[src/rtl/iob_pkg.sv]
// Shared types and helpers for the IO bus write-posting queue.
package iob_pkg;

  localparam int IOB_AW = 23;
  localparam int IOB_DW = 16;

  // One queued bus access in the default configuration.
  typedef struct packed {
    logic [IOB_AW-1:0] addr;
    logic [IOB_DW-1:0] data;
    logic              rw;
    logic              l;
    logic              u;
  } iob_entry_t;

  typedef enum logic [1:0] {
    IDLE = 2'd0,
    REQ  = 2'd1,
    ACT  = 2'd2
  } iob_state_t;

  // Ceiling log2 for sizing pointers from DEPTH.
  function automatic int clog2(input int n);
    int r;
    r = 0;
    while ((1 << r) < n) r++;
    return r;
  endfunction

endpackage

[src/rtl/iob_ring_buf.sv]
// Circular entry storage; head is read combinationally, push writes at tail.
module iob_ring_buf
  import iob_pkg::*;
#(
  parameter int  DEPTH   = 2,
  parameter type entry_t = iob_entry_t
) (
  input  logic   i_clk_sys,
  input  logic   i_rst_b,
  input  logic   i_push,
  input  entry_t i_wdata,
  input  logic   i_pop,
  output entry_t o_head,
  output logic   o_full,
  output logic   o_empty
);

  localparam int          PW       = clog2(DEPTH);
  localparam logic [PW:0] FULL_CNT = (PW + 1)'(DEPTH);

  logic [PW-1:0] r_head;
  logic [PW-1:0] r_tail;
  logic [PW:0]   r_count;
  entry_t        r_mem [DEPTH];

  // Pointers wrap naturally because DEPTH is a power of two.
  always_ff @(posedge i_clk_sys or negedge i_rst_b) begin
    if (!i_rst_b) begin
      r_head  <= '0;
      r_tail  <= '0;
      r_count <= '0;
    end else begin
      if (i_push) r_tail <= r_tail + 1'b1;
      if (i_pop)  r_head <= r_head + 1'b1;
      case ({i_push, i_pop})
        2'b10:   r_count <= r_count + 1'b1;
        2'b01:   r_count <= r_count - 1'b1;
        default: r_count <= r_count;
      endcase
    end
  end

  // Storage is not reset; outputs are qualified by the count instead.
  always_ff @(posedge i_clk_sys) begin
    if (i_push) r_mem[r_tail] <= i_wdata;
  end

  assign o_head  = r_mem[r_head];
  assign o_full  = (r_count == FULL_CNT);
  assign o_empty = (r_count == '0);

endmodule

[src/rtl/iobs_post_queue.sv]
// IO bus slave write-posting queue between FSB AS decode and the IO bus master.
//
// state | meaning
// IDLE  | no transfer in progress; leaves when the queue holds an entry
// REQ   | IOREQ high, waiting for the master to raise IOACT
// ACT   | master busy with the head entry; pops it when IOACT falls
module iobs_post_queue
  import iob_pkg::*;
#(
  parameter int DEPTH       = 2,
  parameter int AW          = 23,
  parameter int DW          = 16,
  parameter int ENABLE_POST = 1
) (
  input  logic          CLK_FSB,
  input  logic          nRES,
  input  logic          ASActive,
  input  logic          ASInactive,
  input  logic          IOCS,
  input  logic          nWE_FSB,
  input  logic          nLDS_FSB,
  input  logic          nUDS_FSB,
  input  logic [AW-1:0] A_FSB,
  input  logic [DW-1:0] D_FSB,
  output logic          Ready,
  output logic [DW-1:0] RdData,
  output logic          IOREQ,
  input  logic          IOACT,
  output logic [AW-1:0] IOA,
  output logic [DW-1:0] IOD,
  output logic          IORW,
  output logic          IOL,
  output logic          IOU,
  input  logic [DW-1:0] IORdD,
  output logic          Full,
  output logic          Empty
);

  typedef struct packed {
    logic [AW-1:0] addr;
    logic [DW-1:0] data;
    logic          rw;
    logic          l;
    logic          u;
  } entry_t;

  iob_state_t    r_state;
  logic          r_ioreq;
  logic          r_ready;
  logic          r_accepted;
  logic          r_wait_pop;
  logic [DW-1:0] r_rddata;

  logic   w_ds;
  logic   w_wait_empty;
  logic   w_room;
  logic   w_take;
  logic   w_pop;
  logic   w_full;
  logic   w_empty;
  entry_t w_wr_entry;
  entry_t w_head;

  // Reads and non-posted writes only enter an empty queue, so the next pop
  // is always their own entry.
  assign w_ds         = ~nLDS_FSB | ~nUDS_FSB;
  assign w_wait_empty = nWE_FSB | (ENABLE_POST == 0);
  assign w_room       = w_wait_empty ? w_empty : ~w_full;
  assign w_take       = ASActive & IOCS & w_ds & ~r_accepted & w_room;
  assign w_pop        = (r_state == ACT) & ~IOACT;
  assign w_wr_entry   = {A_FSB, D_FSB, nWE_FSB, ~nLDS_FSB, ~nUDS_FSB};

  iob_ring_buf #(
    .DEPTH   (DEPTH),
    .entry_t (entry_t)
  ) u_ring (
    .i_clk_sys (CLK_FSB),
    .i_rst_b   (nRES),
    .i_push    (w_take),
    .i_wdata   (w_wr_entry),
    .i_pop     (w_pop),
    .o_head    (w_head),
    .o_full    (w_full),
    .o_empty   (w_empty)
  );

  // FSB side: one enqueue per AS, Ready completion and read data capture.
  always_ff @(posedge CLK_FSB or negedge nRES) begin
    if (!nRES) begin
      r_accepted <= 1'b0;
      r_ready    <= 1'b1;
      r_wait_pop <= 1'b0;
      r_rddata   <= '0;
    end else begin
      if (w_pop && w_head.rw) r_rddata <= IORdD;
      if (ASInactive) begin
        r_accepted <= 1'b0;
        r_ready    <= 1'b1;
        r_wait_pop <= 1'b0;
      end else if (!IOCS) begin
        r_ready <= 1'b1;
      end else if (ASActive) begin
        if (w_take) begin
          r_accepted <= 1'b1;
          r_ready    <= ~w_wait_empty;
          r_wait_pop <= w_wait_empty;
        end else if (r_wait_pop && w_pop) begin
          r_ready    <= 1'b1;
          r_wait_pop <= 1'b0;
        end else if (!r_accepted) begin
          r_ready <= 1'b0;
        end
      end
    end
  end

  // Master handshake FSM with registered IOREQ.
  always_ff @(posedge CLK_FSB or negedge nRES) begin
    if (!nRES) begin
      r_state <= IDLE;
      r_ioreq <= 1'b0;
    end else begin
      case (r_state)
        IDLE: if (!w_empty) begin
          r_state <= REQ;
          r_ioreq <= 1'b1;
        end
        REQ: if (IOACT) begin
          r_state <= ACT;
          r_ioreq <= 1'b0;
        end
        ACT: if (!IOACT) r_state <= IDLE;
        default: begin
          r_state <= IDLE;
          r_ioreq <= 1'b0;
        end
      endcase
    end
  end

  assign Ready  = r_ready;
  assign RdData = r_rddata;
  assign IOREQ  = r_ioreq;
  assign Full   = w_full;
  assign Empty  = w_empty;
  assign IOA    = w_empty ? '0 : w_head.addr;
  assign IOD    = w_empty ? '0 : w_head.data;
  assign IORW   = w_empty ? 1'b0 : w_head.rw;
  assign IOL    = w_empty ? 1'b0 : w_head.l;
  assign IOU    = w_empty ? 1'b0 : w_head.u;

endmodule

[config.mk]
export PLATFORM = sky130hd
export DESIGN_NAME = iobs_post_queue
export DESIGN_NICKNAME = d
export VERILOG_FILES = /design/src/rtl/iob_pkg.sv /design/src/rtl/iob_ring_buf.sv /design/src/rtl/iobs_post_queue.sv
export SDC_FILE = /design/constraint.sdc
export NUM_CORES = 1
export LEC_CHECK = 0
export BUFFER_PORTS_ARGS = -buffer_cell sky130_fd_sc_hd__buf_2
export CAP_MARGIN = 20
export CELL_PAD_IN_SITES_DETAIL_PLACEMENT = 0
export CELL_PAD_IN_SITES_GLOBAL_PLACEMENT = 1
export CORE_MARGIN = 10
export CORE_UTILIZATION = 40
export DETAILED_ROUTE_END_ITERATION = 10
export GPL_ROUTABILITY_DRIVEN = 1
export PLACE_DENSITY_LB_ADDON = 0.1
export REMOVE_ABC_BUFFERS = 1
export SYNTH_ARGS = -nofsm -noshare
export SYNTH_HDL_FRONTEND = slang
export SYNTH_HIERARCHICAL = 1
export SYNTH_SLANG_ARGS = --single-unit
[constraint.sdc]
create_clock -name CLK_FSB -period 4.35 [get_ports CLK_FSB]
set_input_delay 0.2175 -clock CLK_FSB [delete_from_list [all_inputs] [get_ports CLK_FSB]]
set_output_delay 0.2175 -clock CLK_FSB [all_outputs]
set_load 0.02 [all_outputs]
**Word level (Yosys, flattened, before mapping)**

Memory sizes are Yosys's and may differ from the RTL's.
Index checks and enable logic that the tools add are counted.

- Flip-flop bits (word level): 26
- Word-level logic and storage cells: 82
- Latch bits: 0
- Output and inout bits: 62
- Memory bits (read-only): 0
- Bits in writable memories: 84
- Memories kept: 1

Memory list:

| name | words | width | rd ports | clocked after Yosys merged registers in | write ports | line | text |
|---|---|---|---|---|---|---|---|
| u_ring.r_mem | 2 | 42 | 1 | 0 | 1 | iob_ring_buf.sv:24 | `entry_t r_mem [DEPTH];` |

- Add/sub/neg operators: 4
- Muxes and demuxes: 31
- Eq/ne operators: 10
- Magnitude comparators: 0
- Div/mod/pow operators: 0
- Multipliers: 0
- Bitwise gates (word level): 13
- Reduce and logical (&&, ||, !) cells: 14
- Shifts and indexed selects: 0

Operators by type and width:

| cell | count |
|---|---|
| $mux 1 | 23 |
| $mux 23 | 1 |
| $mux 16 | 1 |
| $reduce_and 3->1 | 4 |
| $reduce_bool 2->1 | 4 |
| $not 1->1 | 7 |
| $eq 2x2->1 const B | 3 |
| $mux 2 | 3 |
| $ne 2x2->1 const B | 3 |
| $pmux 2 s3 | 1 |
| $and 1x1->1 | 5 |
| $ne 5x3->1 const B | 1 |
| $eq 2x1->1 const B | 2 |
| $logic_not 2->1 | 2 |
| $pmux 2 s2 | 1 |
| $ne 3x3->1 const B | 1 |
| $pmux 1 s3 | 1 |
| $reduce_bool 3->1 | 1 |
| $add 1x1->1 const B | 2 |
| $add 2x1->2 const B | 1 |
| $logic_and 1x1->1 | 2 |
| $reduce_and 2->1 | 1 |
| $sub 2x1->2 const B | 1 |
| $or 1x1->1 | 1 |

**Depth between registers and ports, before layout**

- Depth after elaboration: 9
- Mapped depth: 9
- Mapped depth without buffers: 8

**Hierarchy**

The synthesis kept the hierarchy.

Modules (own cells, without submodules):

| module | times used | cells an instance | seq. area each (sq um) | area an instance (sq um) |
|---|---|---|---|---|
| iob_ring_buf | 1 | 147 | 2622.5 | 3417.0 |
| iobs_post_queue | 1 | 118 | 551.8 | 1246.2 |

**Least setup slack after synthesis**

OpenSTA, ideal clock, no wires.

- Path type: reg-to-reg
- From: register u_ring.r_count[0]
- To: memory u_ring/r_mem[0][0] (netlist bit), enable pin
- Slack: 0.506 ns
- Stages on the path, launching flop included: 7
- Arrival time: 3.402 ns
- Required time: 3.909 ns
- Buffers on the path: 1
- Path through: dfrtp_1 nor2_1 clkbuf_2 nand2_1 a2111oi_4 inv_1 nor2_1

- Elaborated cells on any way between the ends: 7
- Classes of those cells: eq/ne (1); mux (3); bitwise (2); reduce/logical (1)

RTL lines:

| what | line | text |
|---|---|---|
| start, declared | iob_ring_buf.sv:23 | `logic [PW:0] r_count;` |
| start signal, assigned | iob_ring_buf.sv:36 | `2'b10: r_count <= r_count + 1'b1;` |
| start signal, assigned | iob_ring_buf.sv:37 | `2'b01: r_count <= r_count - 1'b1;` |
| start signal, assigned | iob_ring_buf.sv:38 | `default: r_count <= r_count;` |
| $logic_not 2->1 | iob_ring_buf.sv:50 | `assign o_empty = (r_count == '0);` |
| net Empty | iobs_post_queue.sv:36 | `output logic Empty` |
| $mux 1 | iobs_post_queue.sv:68 | `assign w_room = w_wait_empty ? w_empty : ~w_full;` |
| $and 1x1->1 | iobs_post_queue.sv:69 | `assign w_take = ASActive & IOCS & w_ds & ~r_accepted & w_room;` |
| net w_take | iobs_post_queue.sv:57 | `logic w_take;` |
| $mux 1 | iob_ring_buf.sv:45 | `if (i_push) r_mem[r_tail] <= i_wdata;` |
| $mux 1 (not written as such) | iob_ring_buf.sv:45 |  |
| end, declared | iob_ring_buf.sv:24 |  |

The timed path passes the listed nets, and every way through them passes these cells.

**Worst setup path in the final report**

- From: register u_ring.r_count[1]
- To: memory u_ring/r_mem[0][17] (netlist bit), enable pin

- Word-level cells in the longest chain between the ends: 6
- Elaborated cells on any way between the ends: 7
- Classes of those cells: eq/ne (1); mux (3); bitwise (2); reduce/logical (1)

RTL lines:

| what | line | text |
|---|---|---|
| $eq 2x2->1 | iob_ring_buf.sv:49 | `assign o_full = (r_count == FULL_CNT);` |
| $not 1->1 | iobs_post_queue.sv:68 |  |
| $mux 1 * | iobs_post_queue.sv:68 |  |
| $and 1x1->1 * | iobs_post_queue.sv:69 |  |
| net w_take | iobs_post_queue.sv:57 |  |
| $mux 1 * | iob_ring_buf.sv:45 |  |
| $mux 1 (not written as such) * | iob_ring_buf.sv:45 |  |

The timed path passes the listed nets; every way through them passes the cells marked *.

==> summary.md <==
| Metric | Value |
|---|---|
| Static Leakage | `2.38 nW` |
| CP Launch Type | `register` |
| Initial Utilization | `0.408` |
| Pin count of the biggest net entering global routing | `between 40 and 50` |
| Final hold vios | `0` |
| DRT antenna net count | `0` |
| Detailed Place HPWL | `between 6000 and 7000 µm` |
| Min Hold Slack | `0.0402 ns` |
| Final wirelength | `~9000 µm` |
| Cts bufs inserted | `9` |
| Vias | `~2500` |
| Final Util | `0.499` |
| Yosys warnings | `6` |
| RR Endpoint | `u_ring/r_mem[0][17]` |
| Max_cap viols | `0` |
| Clk slew on worst S/H paths | `about 0.070 ns` |
| Worst Setup EP | `u_ring/r_mem[0][17]` |
| Final setup violation count | `0` |
| Synth-to-Final Area Change | `22.3%` |
| Status | `finished, final reports clean` |
| Area occupied by registers | `between 0.003 and 0.004 mm²` |
| CTS tree | `yes` |
| Power Dens Cells | `roughly 650 mW/mm²` |
| H-Tree Depth | `3` |
| Number of global-route vias before repair | `around 2800` |
| Fin crit share | `0.641` |
| Critical path endpoint category | `register` |
| Arrival @ worst endpoint | `~2.8 ns` |
| Root buf cell | `clkbuf_16` |
| Reg-to-reg startpoint | `u_ring/r_count[1]` |
| Total I/O pin count | `126` |
| Slew headroom | `0.317` |
| Worst slew pin tran | `a little over 1 ns` |
| Residual DRC count | `0` |
| WP data required | `~4.4 ns` |
| Die Wd | `approximately 130 µm` |
| First-pass GRT wire length | `about 14000 µm` |
| Maximum vdd drop | `between 0.3 and 0.4 mV` |
| Critical path type | `reg -> reg` |
| Overflow after GRT | `0` |
| Initial antenna violation count | `2` |
| Total track usage | `0.112` |
| Hold crit path type | `in -> reg` |
| Die height | `approximately 130 µm` |
| Minimum clock period | `approximately 2.8 ns` |
| Final Max Tran Viols | `0` |
| Setup bufs post-CTS | `0` |
| CP startpoint | `u_ring/r_count[1]` |
| Sink Count | `110` |
| Core area | `approximately 0.011 mm²` |
| Pre-Repair DR Iteration Count | `4` |
| Initial drt markers | `130` |
| Area of the multi-input gates | `0.00135 mm²` |
| Register-to-Register Path Depth | `6` |
| Site Rows | `39` |
| Fmax achieved | `358 MHz` |
| # port buffers | `approximately 130` |
| Library cells used by synthesis | `30` |
| Average wire per standard cell | `16.7 µm` |
| Die area | `around 0.016 mm²` |
| DR vias/cell | `4.71` |
| Global placer's final weighted congestion | `0.706` |
| Later-pin clock latency in the skew report | `between 0.3 and 0.4 ns` |
| Share of cells above drive strength 1 | `0.524` |
| RSZ-0062 raised after global routing | `no` |
| Number of synthesized register bits | `between 100 and 150` |
| Post-Syn Area per Cell | `around 18 µm²` |
| Synthesized area | `between 0.004 and 0.005 mm²` |
| Fill count | `about 1000` |
| R2R Setup Slk | `1.56 ns` |
| Final Net Count | `approximately 460` |
| Clock skew | `approximately 0.0050 ns` |
| CTS Buffer Depth | `2` |
| Sequential area share after synthesis | `0.681` |
| Crit path max fanout | `23` |
| Synth Instances | `265` |
| Setup_tns | `0 ns` |
-- logic make-up (layout without fill, tap and decap cells) --
| logic type | after synthesis | after routing | synth area share |
|---|---|---|---|
| xor+xnor | 6 | 6 | 0.0113 |
| mux | 58 | 58 | 0.171 |
| compound gates | 8 | 8 | 0.0156 |
| flops | 110 | 110 | 0.681 |
| other cells | 0 | 1 | 0 |
| buf+inv | 16 | 148 | 0.0327 |
| fa+ha+maj | 1 | 1 | 0.00268 |
| simple gates | 66 | 66 | 0.0856 |
-- how the worst min path moves through the flow --
stage	from	endpoint	slack [ns]	cells past startpoint
final	ASInactive	r_accepted	0.04	2
after floorplan	nRES	IOREQ	-0.08	0
after CTS	ASInactive	r_accepted	0.03	2
after global routing	ASInactive	r_accepted	0.03	2
after detailed placement	nRES	r_accepted	0.26	1
after global placement	nRES	r_accepted	0.26	1
-- per-stage QoR --
step	instances	instance area (µm²)	worst slack [ns]	power, mW
2_1_floorplan	253	4530	-0.857	2.46
3_3_place_gp	524	5370	1.61	2.91
3_5_place_dp	524	5370	1.52	2.93
4_1_cts	540	5700	1.51	3.80
5_1_grt	540	5700	1.36	3.96
6_report	541	5700	1.56	3.73
-- layer usage --
metal	vias up	part of all wire	wire, µm	track usage
met4	2	0.014	126	0.0417
met1	1231	0.42	3780	0.133
met5	-	0.0014	13	0
met2	91	0.47	4290	0.176
li1	1211	-	-	-
met3	11	0.092	835	0.0471
-- repair_timing --
item | in CTS | in global routing
resized for setup | 0 | 0
hold buffers | 1 | 0
endpoints found under the hold margin | 25 | 0
-- flip-flops by register name, indices dropped and copies added (netlist names), 2 cells and up --
register	flops
u_ring/r_mem	84
RdData	16
r_state	2
u_ring/r_count	2
-- synth_stat cells --
cell type / instances / share of area
nand2_1: 4 / 0.0032
a31oi_1: 1 / 0.0013
nor4_1: 1 / 0.0013
a21oi_1: 2 / 0.0021
buf_12: 4 / 0.017
inv_1: 4 / 0.0032
nor2_1: 8 / 0.0064
nor3b_4: 1 / 0.0040
buf_8: 1 / 0.0032
mux2_4: 39 / 0.13
a2111oi_4: 1 / 0.0059
mux2_1: 1 / 0.0024
and2_1: 5 / 0.0067
clkbuf_1: 4 / 0.0032
nor3b_1: 1 / 0.0016
buf_6: 2 / 0.0048
o31ai_1: 1 / 0.0016
o21ai_0: 1 / 0.0011
ha_1: 1 / 0.0027
mux2_2: 18 / 0.043
xor2_1: 4 / 0.0075
dfrtp_1: 25 / 0.13
clkbuf_2: 1 / 0.0011
a211oi_1: 1 / 0.0016
o31a_1: 1 / 0.0019
xnor2_1: 2 / 0.0038
or2_4: 1 / 0.0019
nor2b_1: 45 / 0.060
dfstp_2: 1 / 0.0056
edfxtp_1: 84 / 0.54
-- report_power, final --
| group | switching (mW) | internal, mW |
|---|---|---|
| Combinational | 0.785 | 0.631 |
| Sequential | 0.151 | 1.30 |
| Clock | 0.352 | 0.507 |
| Total | 1.29 | 2.44 |
-- layout by cell type, fill, tap and decap left out, types with 6 or more instances in the layout --
| cell | netlist | final |
|---|---|---|
| buf_2 | 0 | 125 |
| edfxtp_1 | 84 | 84 |
| nor2b_1 | 45 | 45 |
| mux2_4 | 39 | 39 |
| dfrtp_1 | 25 | 24 |
| mux2_2 | 18 | 18 |
| clkbuf_16 | 0 | 9 |
| nor2_1 | 8 | 6 |
-- worst max-delay path, cell delays in order, from the launching register on --
cell	delay, ns
dfrtp_1	0.43
nor2b_1	0.17
or2_4	0.26
a2111oi_4	0.50
inv_1	0.17
nor2_4	0.49
buf_4	0.42
-- cell type report --
| cell class | count | share of cell area |
|---|---|---|
| antenna | 1 | 0.000439 |
| clock inverter | 6 | 0.0165 |
| sequential | 110 | 0.557 |
| clock buffer | 9 | 0.0395 |
| tap | 143 | 0.0314 |
| timing repair buffer | 129 | 0.115 |
| inverter | 4 | 0.00263 |
| multi-input combinational | 139 | 0.237 |
Power figures use the tool's default switching activity.
